### src/rtl/bcd_countdown_timer.sv
// Multi-digit BCD countdown timer with a built-in tick prescaler and a run/pause FSM.
// Optional feature: define CDT_AUTO_RELOAD_EN to reload the last preset on the terminal tick.
module bcd_countdown_timer #(
    parameter int DIGITS   = 3,
    parameter int TICK_DIV = 50000000
) (
    input  logic                  clk,
    input  logic                  aclr,
    input  logic                  load,
    input  logic [4*DIGITS-1:0]   preset,
    input  logic                  start,
    input  logic                  pause,
    output logic [4*DIGITS-1:0]   bcd,
    output logic                  running,
    output logic                  done
);

    localparam int W  = 4 * DIGITS;
    localparam int PW = (TICK_DIV > 1) ? $clog2(TICK_DIV) : 1;
    localparam logic [PW-1:0] PMAX = PW'(TICK_DIV - 1);

    typedef enum logic [1:0] {IDLE, RUN, PAUSE, DONE} state_t;

    state_t        state, state_next;
    logic [PW-1:0] presc, presc_next;
    logic [W-1:0]  count_next, clamped, decremented;
    logic          done_next;
    logic          tick, at_one, is_zero;

`ifdef CDT_AUTO_RELOAD_EN
    logic [W-1:0]  shadow;

    always_ff @(posedge clk or negedge aclr) begin
        if (!aclr)
            shadow <= '0;
        else if (load)
            shadow <= clamped;
    end
`endif

    always_comb begin
        clamped = '0;
        for (int unsigned i = 0; i < DIGITS; i++)
            clamped[4*i +: 4] = (preset[4*i +: 4] > 4'd9) ? 4'd9 : preset[4*i +: 4];
    end

    // Borrow ripples upward: a zero digit becomes 9 and passes the borrow on.
    always_comb begin
        logic borrow;
        borrow      = 1'b1;
        decremented = bcd;
        for (int unsigned i = 0; i < DIGITS; i++) begin
            if (borrow) begin
                if (bcd[4*i +: 4] == 4'd0) begin
                    decremented[4*i +: 4] = 4'd9;
                end else begin
                    decremented[4*i +: 4] = bcd[4*i +: 4] - 4'd1;
                    borrow                = 1'b0;
                end
            end
        end
    end

    assign at_one  = (bcd == W'(1));
    assign is_zero = (bcd == '0);
    assign tick    = (presc == PMAX) && (state == RUN) && !pause && !load;

    always_comb begin
        state_next = state;
        presc_next = presc;
        count_next = bcd;
        done_next  = 1'b0;
        if (load) begin
            count_next = clamped;
            presc_next = '0;
            state_next = IDLE;
        end else begin
            case (state)
                IDLE: begin
                    presc_next = '0;
                    if (start)
                        state_next = is_zero ? DONE : RUN;
                end
                RUN: begin
                    if (pause)
                        state_next = PAUSE;
                    // A pause landing on the last prescaler count holds it there.
                    if (tick)
                        presc_next = '0;
                    else if (presc != PMAX)
                        presc_next = presc + PW'(1);
                    if (tick) begin
                        if (at_one) begin
`ifdef CDT_AUTO_RELOAD_EN
                            count_next = shadow;
                            done_next  = 1'b1;
`else
                            count_next = '0;
                            state_next = DONE;
`endif
                        end else if (!is_zero) begin
                            count_next = decremented;
                        end
                    end
                end
                PAUSE: begin
                    if (start)
                        state_next = RUN;
                end
                DONE: begin
                    presc_next = '0;
                end
                default: begin
                    state_next = IDLE;
                end
            endcase
        end
        if (state_next == DONE)
            done_next = 1'b1;
    end

    always_ff @(posedge clk or negedge aclr) begin
        if (!aclr) begin
            state   <= IDLE;
            presc   <= '0;
            bcd     <= '0;
            running <= 1'b0;
            done    <= 1'b0;
        end else begin
            state   <= state_next;
            presc   <= presc_next;
            bcd     <= count_next;
            running <= (state_next == RUN);
            done    <= done_next;
        end
    end

endmodule

### config.mk
export PLATFORM = sky130hd
export DESIGN_NAME = bcd_countdown_timer
export DESIGN_NICKNAME = d
export VERILOG_FILES = /design/src/rtl/bcd_countdown_timer.sv
export SDC_FILE = /design/constraint.sdc
export NUM_CORES = 1
export LEC_CHECK = 0
export CAP_MARGIN = 20
export CELL_PAD_IN_SITES_DETAIL_PLACEMENT = 1
export CELL_PAD_IN_SITES_GLOBAL_PLACEMENT = 2
export CORE_MARGIN = 3
export CORE_UTILIZATION = 38
export CTS_BUF_LIST = sky130_fd_sc_hd__clkbuf_8 sky130_fd_sc_hd__clkbuf_16
export DETAILED_ROUTE_END_ITERATION = 6
export GPL_ROUTABILITY_DRIVEN = 1
export PLACE_DENSITY_LB_ADDON = 0.1
export SLEW_MARGIN = 10
export SYNTH_ARGS = -nofsm -noshare
export SYNTH_HDL_FRONTEND = slang
export SYNTH_SLANG_ARGS = --single-unit
### constraint.sdc
create_clock -name clk -period 3.5 [get_ports clk]
set_input_delay 0.35 -clock clk [delete_from_list [all_inputs] [get_ports clk]]
set_output_delay 0.35 -clock clk [all_outputs]
set_load 0.005 [all_outputs]
---- Word-level counts from Yosys, hierarchy flattened ----
Cells that the tools add are included.
storage, ports and cells
  output and inout port bits .............. 14
  word-level logic and storage cells ...... 73
  register bits after elaboration ......... 42
operators by class
  $add $sub $neg .......................... 4
  equal/unequal tests ..................... 10
  reduce and logical (&&, ||, !) cells .... 20
  order comparisons ....................... 3
  multiplexer cells ....................... 29
operators by type and width
  cell                     count
  $mux W26                 3
  $mux W12                 5
  $pmux W26 S2             1
  $mux W4                  8
  $add A26 B1 Y26 const B  1
  $eq A26 B26 Y1 const B   1
  $ne A26 B26 Y1 const B   1
  $mux W2                  7
  $eq A12 B1 Y1 const B    1
  $gt A4 B4 Y1 const B     3
  $logic_not A12 Y1        1
  $logic_not A4 Y1         3
  $sub A4 B1 Y4 const B    3
  $reduce_bool A3 Y1       3
  $reduce_and A4 Y1        2
  $eq A2 B2 Y1 const B     3
  $pmux W2 S3              1
  $eq A2 B1 Y1 const B     2
  $mux W1                  4
  $ne A4 B3 Y1 const B     1
  $reduce_bool A2 Y1       2
  $logic_and A1 B1 Y1      3
  $ne A3 B3 Y1 const B     1
  $reduce_and A3 Y1        1
  4 further kinds          5

---- Longest topological paths before layout ----
Gate-level depths: netlist (run 1).
  depth in word-level cells ............... 9
  depth in mapped cells ................... 8
  depth with buffers taken out ............ 7

---- Worst setup path before layout (run 1) ----
Ideal clock, no wire load.
  kind .................................... register to register
  start point ............................. register state[1]
  end point ............................... register presc[8]
  setup slack ............................. 1.456 ns
  data required time ...................... 3.379 ns
  cell stages (with the launch flop) ...... 8
  path buffers ............................ 0
  arrival time ............................ 1.923 ns
  clock period less this slack ............ 2.044 ns
  setup time .............................. 0.121 ns
  path through ............................ dfrtp_1 -> inv_1 -> ha_1 -> and4b_1 -> nand4_4 -> o31a_1 -> a21o_1 -> a22o_1
between the ends
  longest elaborated chain between the ends .. 7
RTL lines
  what                              RTL line  source
  from (decl)                       24        state_t state, state_next;
  from (signal assigned)            130       state <= state_next;
  $eq A2 B1 Y1                      66, 78
  $logic_and A1 B1 Y1 (3 in a row)  66        assign tick = (presc == PMAX) && (state == RUN) && !pause && !load;
  $mux W26                          88        if (tick)
  $pmux W26 S2                      78        case (state)
  $mux W26                          73        if (load) begin
  to (signal assigned)              131       presc <= presc_next;
  to (decl)                         25        logic [PW-1:0] presc, presc_next;
Parallel ways exist; a longest one is shown, timed or not.
A chain may end at the register's enable or synchronous reset.

---- Final worst setup path (run 1) ----
  start point ............................. register state[1]
  end point ............................... register bcd[8]
between the ends
  longest elaborated chain between the ends .. 6
RTL lines
  what                                  RTL line  source
  $eq A2 B1 Y1 *                        66, 78
  $logic_and A1 B1 Y1 (3 in a row)      66
  $reduce_bool A2 Y1 (no source line)   --
  $reduce_and A4 Y1 (no source line) *  --
  to (signal assigned)                  132       bcd <= count_next;
  to (decl)                             13        output logic [4*DIGITS-1:0] bcd,
Every way passes the cells marked *; elsewhere a longest branch is shown, timed or not.

==> results of run 1 <==
logic make-up (layout without fill, tap and decap cells):
kind of cell               count (synthesis)  after routing  share of synthesized area (%)
AOI/OAI and AO/OA                         81             81                          19.85
xor gates and xnor gates                   9              9                          2.868
adders and majority gates                  9              9                          4.097
buffers and inverters                     28             58                          4.233
DFF                                       42             42                          38.23
muxes                                      7              7                          2.685
and+or+nand+nor                          126            126                          28.04
per-layer routing:
metal  up-vias  share of wire, %
li1       1199                 -
met1      1202                51
met2        45                44
met3         8               4.2
met4         0               1.2
met5         -                 0
final timing paths:
kind / start / cells after the start / endpoint
worst max-delay path: state[1] / 7 / bcd[8]
min in group clk: presc[14] / 1 / presc[14]
max in group asynchronous: aclr / 1 / presc[20]
worst min register to register: presc[14] / 1 / presc[14]
worst max register to register: state[1] / 7 / bcd[8]
worst min-delay path: aclr / 1 / bcd[8]
flip-flops by register name, summed over array words and instances, names as in the netlist:
signal,cells
presc,26
bcd,12
state,2
done,1
running,1
placed cells by master (no fill, tap or decap), drive strengths merged, types with 8 or more instances in the layout:
cell type and count:
nand2 17, nor4 8, nand3 19, nor3 12
or3 10, inv 20, clkdlybuf4s50 29, nand4 10
a21oi 21, dfrtp 42, xnor2 8, ha 9
o21ai 17, nor2 18
power breakdown:
part | total (mW) | switching (mW) | internal (mW)
Sequential | 0.551 | 0.0367 | 0.514
Combinational | 0.289 | 0.149 | 0.140
Clock | 0.383 | 0.172 | 0.210
Total | 1.22 | 0.358 | 0.865
final cells by class:
class | count | area (µm²) | share of cell area (%)
multi-input cells | 232 | 1582 | 48.86
well taps | 96 | 120.1 | 3.711
flip-flops and latches | 42 | 1051 | 32.47
clock buffers | 5 | 68.82 | 2.126
inverters | 19 | 71.32 | 2.203
clock inverters | 3 | 41.29 | 1.276
repair buffers | 31 | 302.8 | 9.354
per-stage QoR:
step / area [µm²] / setup slack, ns / total power, mW
6_report: 3237 / 0.9241 / 1.223
3_3_place_gp: 3127 / 0.9272 / 0.8487
3_5_place_dp: 3127 / 0.9453 / 0.8526
5_1_grt: 3237 / 0.7517 / 1.299
4_1_cts: 3237 / 0.9266 / 1.247
2_1_floorplan: 2749 / 1.456 / 0.7178
==> results by group, run 1 <==
Setup path
  • Arrival @ worst endpoint: 2.76 ns
  • Worst-path fanout max: 13
  • CP delay by family, top: simple AND/OR/NAND/NOR gates
  • Worst setup SP type: flip-flop
  • Critical path buffers and inverters: 1
  • Req. time, crit path: 3.68 ns
  • CP max stage cell: nor3_4
  • Worst Setup Path Type: flip-flop to flip-flop
  • Cells along the critical path: inv_1, ha_1, and4b_1, nand4_4, nor3_4, a31oi_2, mux2_1
  • FF-to-FF setup slack: 0.92 ns
  • Crit-path max cell delay: ~0.52 ns
  • Nature of the critical path endpoint: flip-flop

Detailed routing
  • 1st-iter DRT viols: about 120
  • DRC viols: 0
  • Detail-routed via count per cell: about 5.7
  • Avg WL per Cell: between 15 and 20 µm
  • Routed WL: around 7000 µm
  • Post-DRT Antenna Nets: 0
  • Vias: between 2000 and 2500
  • Pre-antenna DRT Iters: 4

Clocking
  • Hold buffers post-CTS: 0
  • Clk sinks: 42
  • Clock Latency Late Sink: between 0.2 and 0.3 ns
  • H-tree lvl count: 2
  • CTS buffer count: 5
  • Clk slew on worst S/H paths: 0.08 ns
  • CTS resizes: 0
  • Clock buffer depth: 2
  • Postcts setup bufs: 0
  • CTS tree: yes
  • Root Buffer Master: clkbuf_8

Global routing
  • Global routing met3 resource utilization: about 2.5%
  • Vias in the first global route: between 2000 and 2500
  • Met2 GRT Util: 26.98%
  • First-pass GRT wire length: ~12000 µm
  • Met1 Resource Use GR: around a quarter
  • Largest net degree at the start of global routing: 43
  • GRT Util Overall: 17.97%
  • Initial antenna violation count: 0
  • GRT Residual Overflow: 0
  • Most used routing layer: met2

Floorplan
  • Ports: 31
  • Core area: approximately 7000 µm²
  • Initial Util: 39.80%
  • Die H: roughly 91 µm
  • DIE AREA: ~8300 µm²
  • FP Rows: 30
  • Die width: 91.05 µm

Synth
  • Post-synthesis sequential area ratio: between 30% and 40%
  • Warning count from the yosys run: 0
  • Post-synthesis cell count: 302
  • Post-synth EDFFs: 0
  • Dominant cell type by area after synthesis: dfrtp_1
  • Cell Area, Synth: ~2700 µm²
  • Top-count cell post-synth: dfrtp_1
  • Syn_nets: 328
  • Synth top area cells: dfrtp_1, ha_1, a21oi_1
  • Top cell type's share of synthesized area: roughly two fifths
  • Syn Area/Cell: ~9.1 µm²
  • Post-synth top flop: dfrtp_1
  • Yosys reg bits: 42
  • Ys async rst share: 100.0%
  • Distinct cells, synth: between 60 and 70
  • Top cells by count, synth: dfrtp_1, a21oi_1, inv_1, nand3_1, nor2_1

Timing
  • Final setup vio count: 0
  • Final worst path period share: between 70% and 80%
  • Max Fclk: approximately 390 MHz
  • Setup TNS: 0 ns
  • RSZ-0062 raised after global routing: no
  • Relative slew slack: a little over a third
  • Max Slew Vio Count: 0
  • Final hold violations: 0
  • Worst hold margin: approximately 0.2 ns
  • Post-Route Skew: just under 0.007 ns
  • Fin crit period: between 2 and 3 ns
  • Slew at the pin closest to its max-slew limit: between 0.9 and 1 ns

Finish
  • Final Core Density: 46.87%
  • Ant diodes: 0
  • Layout cell share with drive strength beyond 1: just under 7%
  • Final Net Count: about 360
  • P&R area growth vs syn: 17.75%
  • Post-route non-filler standard cell count: between 400 and 500
  • Fillcell total: approximately 850

Min path
  • Hold Path Class: input pin to asynchronous set/reset pin

Pwr
  • Pwr dens: approximately 380 nW/µm²
  • Leak: between 1 and 1.5 nW
  • Max VDD drop: ~150 µV

Placed design
  • Cell Count Post-Placement: between 400 and 500
  • Port bufs: 30
  • Gpl congestion: ~0.79
  • Post-DP HPWL: between 5000 and 6000 µm

Run
  • Max Cap Violations: 0

Status
  • Status: complete, no violations
Power figures use the tool's default switching activity.
==> run 2, diff against run 1 <==
Settings changed: CORE_UTILIZATION 38 to 32.
Clock period 3.5 ns to 2.1 ns, I/O delays scaled along.
==> results by group, run 2 (same netlist as run 1, synthesis figures left out) <==
Floorplan
  • Ports: 31 (unchanged)
  • Initial Util: 33.12% (was 39.80%)
  • DIE AREA: 9739 µm² (was 8290 µm²)
  • Core area: 8299 µm² (was 6907 µm²)
  • Die width: 98.69 µm (was 91.05 µm)
  • Die H: 98.69 µm (was 91.05 µm)
  • FP Rows: 33 (was 30)

Setup path
  • Req. time, crit path: 2.29 ns (was 3.68 ns)
  • CP max stage cell: or3b_4 (was nor3_4)
  • Worst Setup SP: bcd[8] (was state[1])
  • Critical path buffers and inverters: 1 (unchanged)
  • R2R depth: 7 (unchanged)
  • Worst Setup Path Type: flip-flop to flip-flop (unchanged)
  • Cells along the critical path: inv_2, ha_4, or3b_4, o21ai_4, o21ai_2, a31oi_4, mux2_4 (was inv_1, ha_1, and4b_1, nand4_4, nor3_4, a31oi_2, mux2_1)
  • Nature of the critical path endpoint: flip-flop (unchanged)
  • CP delay by family, top: compound AO/OA/AOI/OAI gates (was simple AND/OR/NAND/NOR gates)
  • Crit Reg-Reg Endpoint: bcd[11] (was bcd[8])
  • Worst r2r src: bcd[8] (was state[1])
  • Worst-path fanout max: 4 (was 13)
  • Crit-path max cell delay: 0.42 ns (was 0.52 ns)
  • FF-to-FF setup slack: 0.08 ns (was 0.92 ns)
  • Worst setup SP type: flip-flop (unchanged)
  • Arrival @ worst endpoint: 2.21 ns (was 2.76 ns)

Finish
  • Flip-flop count of the largest register after layout: 26 (unchanged)
  • Top flop regs: presc: 26 flops, bcd: 12 flops, state: 2 flops (unchanged)
  • Commonest non-fill, non-tap cell in the layout: buf_4 (was dfrtp_1)
  • Ant diodes: 0 (unchanged)
  • P&R area growth vs syn: 41.74% (was 17.75%)
  • Commonest cells after routing, fill and taps aside: buf_4, dfrtp_1, clkdlybuf4s50_1 (was dfrtp_1, clkdlybuf4s50_1, a21oi_1)
  • Layout cell share with drive strength beyond 1: 28.35% (was 6.928%)
  • Most flops, register: presc (unchanged)
  • Final Net Count: 413 (was 357)
  • Final Core Density: 46.95% (was 46.87%)

Pwr
  • Leak: 1.601 nW (was 1.270 nW)
  • Pwr dens: 573.0 nW/µm² (was 377.8 nW/µm²)
  • Max VDD drop: 247.5 µV (was 154.7 µV)

Detailed routing
  • Detail-routed via count per cell: 5.550 (was 5.734)
  • Metal3 WL: 208 µm (was 303 µm)
  • Highest metal used: met4 (unchanged)
  • Pre-antenna DRT Iters: 4 (unchanged)
  • 1st-iter DRT viols: 116 (was 122)
  • Vias: 2736 (was 2454)
  • Avg WL per Cell: 17.02 µm (was 16.73 µm)
  • DRC viols: 0 (unchanged)
  • Routed WL: 8390 µm (was 7161 µm)
  • Post-DRT Antenna Nets: 0 (unchanged)
  • Met2 routed wirelength: 3960 µm (was 3126 µm)
  • Met1 WL: 4127 µm (was 3647 µm)

Min path
  • Hold Path Class: input pin to asynchronous set/reset pin (unchanged)

Global routing
  • Largest net degree at the start of global routing: 43 (unchanged)
  • GRT Util Overall: 17.71% (was 17.97%)
  • Vias in the first global route: 2906 (was 2430)
  • Initial antenna violation count: 0 (unchanged)
  • First-pass GRT wire length: 14390 µm (was 12190 µm)
  • GRT Residual Overflow: 0 (unchanged)

Clocking
  • Clk sinks: 42 (unchanged)
  • H-tree lvl count: 2 (unchanged)
  • Clk slew on worst S/H paths: 0.09 ns (was 0.08 ns)
  • CTS tree: yes (unchanged)
  • Clock Latency Late Sink: 0.30 ns (was 0.29 ns)
  • CTS buffer count: 5 (unchanged)
  • Root Buffer Master: clkbuf_8 (unchanged)
  • Clock buffer depth: 2 (unchanged)

Run
  • Max Cap Violations: 0 (unchanged)

Placed design
  • Setup Slack @ Placement: -0.08281 ns (was 0.9453 ns)
  • Port bufs: 30 (unchanged)
  • Post-DP HPWL: 6030 µm (was 5257 µm)
  • Gpl congestion: 0.7892 (was 0.7891)

Timing
  • RSZ-0062 raised after global routing: yes (was no)
  • Post-Route Skew: 0.01196 ns (was 0.006825 ns)
  • Max Slew Vio Count: 0 (unchanged)
  • Fin crit period: 2.024 ns (was 2.576 ns)
  • Max Fclk: 494.0 MHz (was 388.2 MHz)
  • Relative slew slack: 61.15% (was 36.51%)
  • Final worst path period share: 96.39% (was 73.60%)
  • Final worst slack: 0.07571 ns (was 0.9241 ns)
  • Final hold violations: 0 (unchanged)
  • Final setup vio count: 0 (unchanged)
  • Slew at the pin closest to its max-slew limit: 0.5752 ns (was 0.9523 ns)

Status
  • Status: complete, no violations (unchanged)
-- run 2: cell types whose count changed in the layout (fill, tap and decap cells not counted), sizes merged --
cell / before / now
buf: 2 / 57
bufinv: 1 / 0
clkbuf: 5 / 6
clkinv: 0 / 1
dlygate4sd3: 0 / 1
inv: 20 / 19
-- run 2: power breakdown --
group	internal, mW	switching, mW	total, mW	leakage, nW
Combinational	0.407	0.331	0.739	0.991
Clock	0.265	0.313	0.578	0.0472
Sequential	0.857	0.0592	0.916	0.563
Total	1.53	0.703	2.23	1.60
-- run 2: tightest hold or removal path, stage by stage --
cell	delay (ns)
dlygate4sd3_1	0.53
buf_2	0.12
buf_12	0.23
-- run 2: layer usage --
layer / global-route usage (%) / vias to the layer above
met2: 28.39 / 32
li1: - / 1320
met4: 4.097 / 0
met1: 25.18 / 1376
met3: 2.831 / 8
met5: 0 / -
-- run 2: how the worst max path moves through the flow --
stage                      endpoint  slack (ns)  depth (start not counted)
final                       bcd[11]        0.08                          7
after global routing        running       -0.03                          7
after CTS                 presc[21]      -0.006                          7
after detailed placement    bcd[11]       -0.08                          7
after global placement       bcd[8]       -0.03                          7
after floorplan            presc[8]        0.06                          7
-- run 2: through the flow --
step           hold slack (ns)  instance area, µm²  cells  power (mW)   TNS, ns
3_3_place_gp            0.2156                3498    472       1.546  -0.05426
3_5_place_dp            0.2166                3498    472       1.555   -0.2782
2_1_floorplan         -0.08559                2749    302       1.196         0
6_report                0.4145                3896    493       2.233         0
4_1_cts                 0.4148                3657    485       2.174  -0.01211
5_1_grt                 0.4408                3896    493       2.378  -0.09816
-- run 2: timing repair --
item,CTS,global route
gates resized for setup,5,37
hold buffers,1,0
pin swaps,2,8
endpoints found under the hold margin,42,0
endpoints found under the setup margin,13,35
setup buffers,4,8
-- run 2: final cells by class --
type | count | area [µm²]
clock inverters | 2 | 12.51
flip-flops and latches | 42 | 1051
multi-input cells | 232 | 1769
repair buffers | 87 | 778.2
well taps | 105 | 131.4
fillers | 956 | 4403
clock buffers | 6 | 82.58
inverters | 19 | 71.32
==> edit (flow settings as in run 1) <==
Change the parameter `DIGITS` from 3 to 6.
--- a/src/rtl/bcd_countdown_timer.sv
+++ b/src/rtl/bcd_countdown_timer.sv
@@ -1,7 +1,7 @@
 // Multi-digit BCD countdown timer with a built-in tick prescaler and a run/pause FSM.
 // Optional feature: define CDT_AUTO_RELOAD_EN to reload the last preset on the terminal tick.
 module bcd_countdown_timer #(
-    parameter int DIGITS   = 3,
+    parameter int DIGITS   = 6,
     parameter int TICK_DIV = 50000000
 ) (
     input  logic                  clk,
Interface: changed (resized bcd and preset); port bits go from 31 to 55. The function was not compared with the original's and may differ.
==> edit against run 1 <==
  * Sequential cell count rose by 12
  * Final area increased by 38%
  * Synthesized cell count rose by 41%
  * Synthesized area is 34% higher
  * Die area grew 31%
  * Total power rose by 47%
  * Worst setup slack worse by 0.22 ns
  * Global-route usage rose by 2.8 points
  * Wire length up 52%
==> edit: results (changes against run 1) <==
POST_ROUTE_SKEW_NS=0.0124  # +0.00553 ns
MULTIINPUTGATEAREA_UM2=2140  # +36%
WIRE_PER_INST_UM=17.8  # +6.5%
SEQUENTIAL_PORTION_OF_THE_CELL_AREA_PCT=30.3  # -2.2 points
PLACEMENT.IO_BUFFERS=54  # +80%
TOTAL_POWER_mW=1.80  # +47%
GLOBAL_ROUTE.USAGE.MET3_PCT=2.42  # -0.065 points
POSTSYNTHAREAPERCELL_UM2=8.64  # -5.1%
POST-DP-HPWL_UM=8270  # +57%
SYNTH_CELL_TYPES=65  # +4.8%
PIN_COUNT_OF_THE_BIGGEST_NET_ENTERING_GLOBAL_ROUTING=35  # -19%
NUMBER_OF_INSERTED_FILLER_CELLS_IN_THE_FINAL_LAYOUT=1126  # +33%
ROUTABILITY_CONGESTION_ESTIMATE=0.875  # +11%
DPL.CELL_COUNT=605  # +44%
CLOCK_CELL_AREA_SHARE_PCT=1.88  # -1.5 points
SLEW_HEADROOM_PCT=52.5  # +16 points
CP_MAX_FO=6  # -7
SYNTHCELLS=425  # +41%
RR_WORST_DEPTH=8  # +1
COMB_CELL_POWER_mW=0.651  # +130%
MUXSHAREOFSYNTHAREA_PCT=2.56  # -0.13 points
P_SW_mW=0.625  # +75%
DRIVE_ABOVE_1_SHARE_PCT=9.11  # +2.2 points
STATUS='completed'
DETAILED_PLACE.AREA_UM2=4380  # +40%
HIGHEST_IR_DROP_SEEN_ON_VDD_mV=0.258  # +67%
DP_WORST_SETUP_SLACK_NS=0.720  # -0.225 ns
SYNTH_SEQ_AREA_SHARE_PCT=36.8  # -1.4 points
==> edit: cell count changes after synthesis, sizes merged, moves of 4 or more <==
cell    delta
nand2      +9
dfrtp     +12
and4       -4
o31ai      +9
nor3       +9
clkbuf     +6
o21ai     +18
ha         +4
nor3b      +9
a41oi      -4
inv       +13
nor2      +28
a31oi      +6
==> edit: final timing paths <==
check,from,slack (ns),end
max reg2reg,bcd[16],0.71,bcd[7]
min,aclr,0.07,presc[19]
max,bcd[16],0.71,bcd[7]
max in group asynchronous,aclr,2.59,bcd[16]
min reg2reg,presc[3],0.54,presc[3]
min in group clk,presc[3],0.54,presc[3]
==> edit: logic make-up after synthesis <==
logic type | Yosys count
compound gates | 116
xor+xnor | 12
fa+ha+maj | 13
buf+inv | 45
flops | 54
mux | 8
simple gates | 177
==> edit: routing by layer <==
metal / wire length [um] / part of all wire, %
met4: 226 / 2.1
met3: 237 / 2.2
met5: 0 / 0
met2: 5640 / 52
met1: 4800 / 44
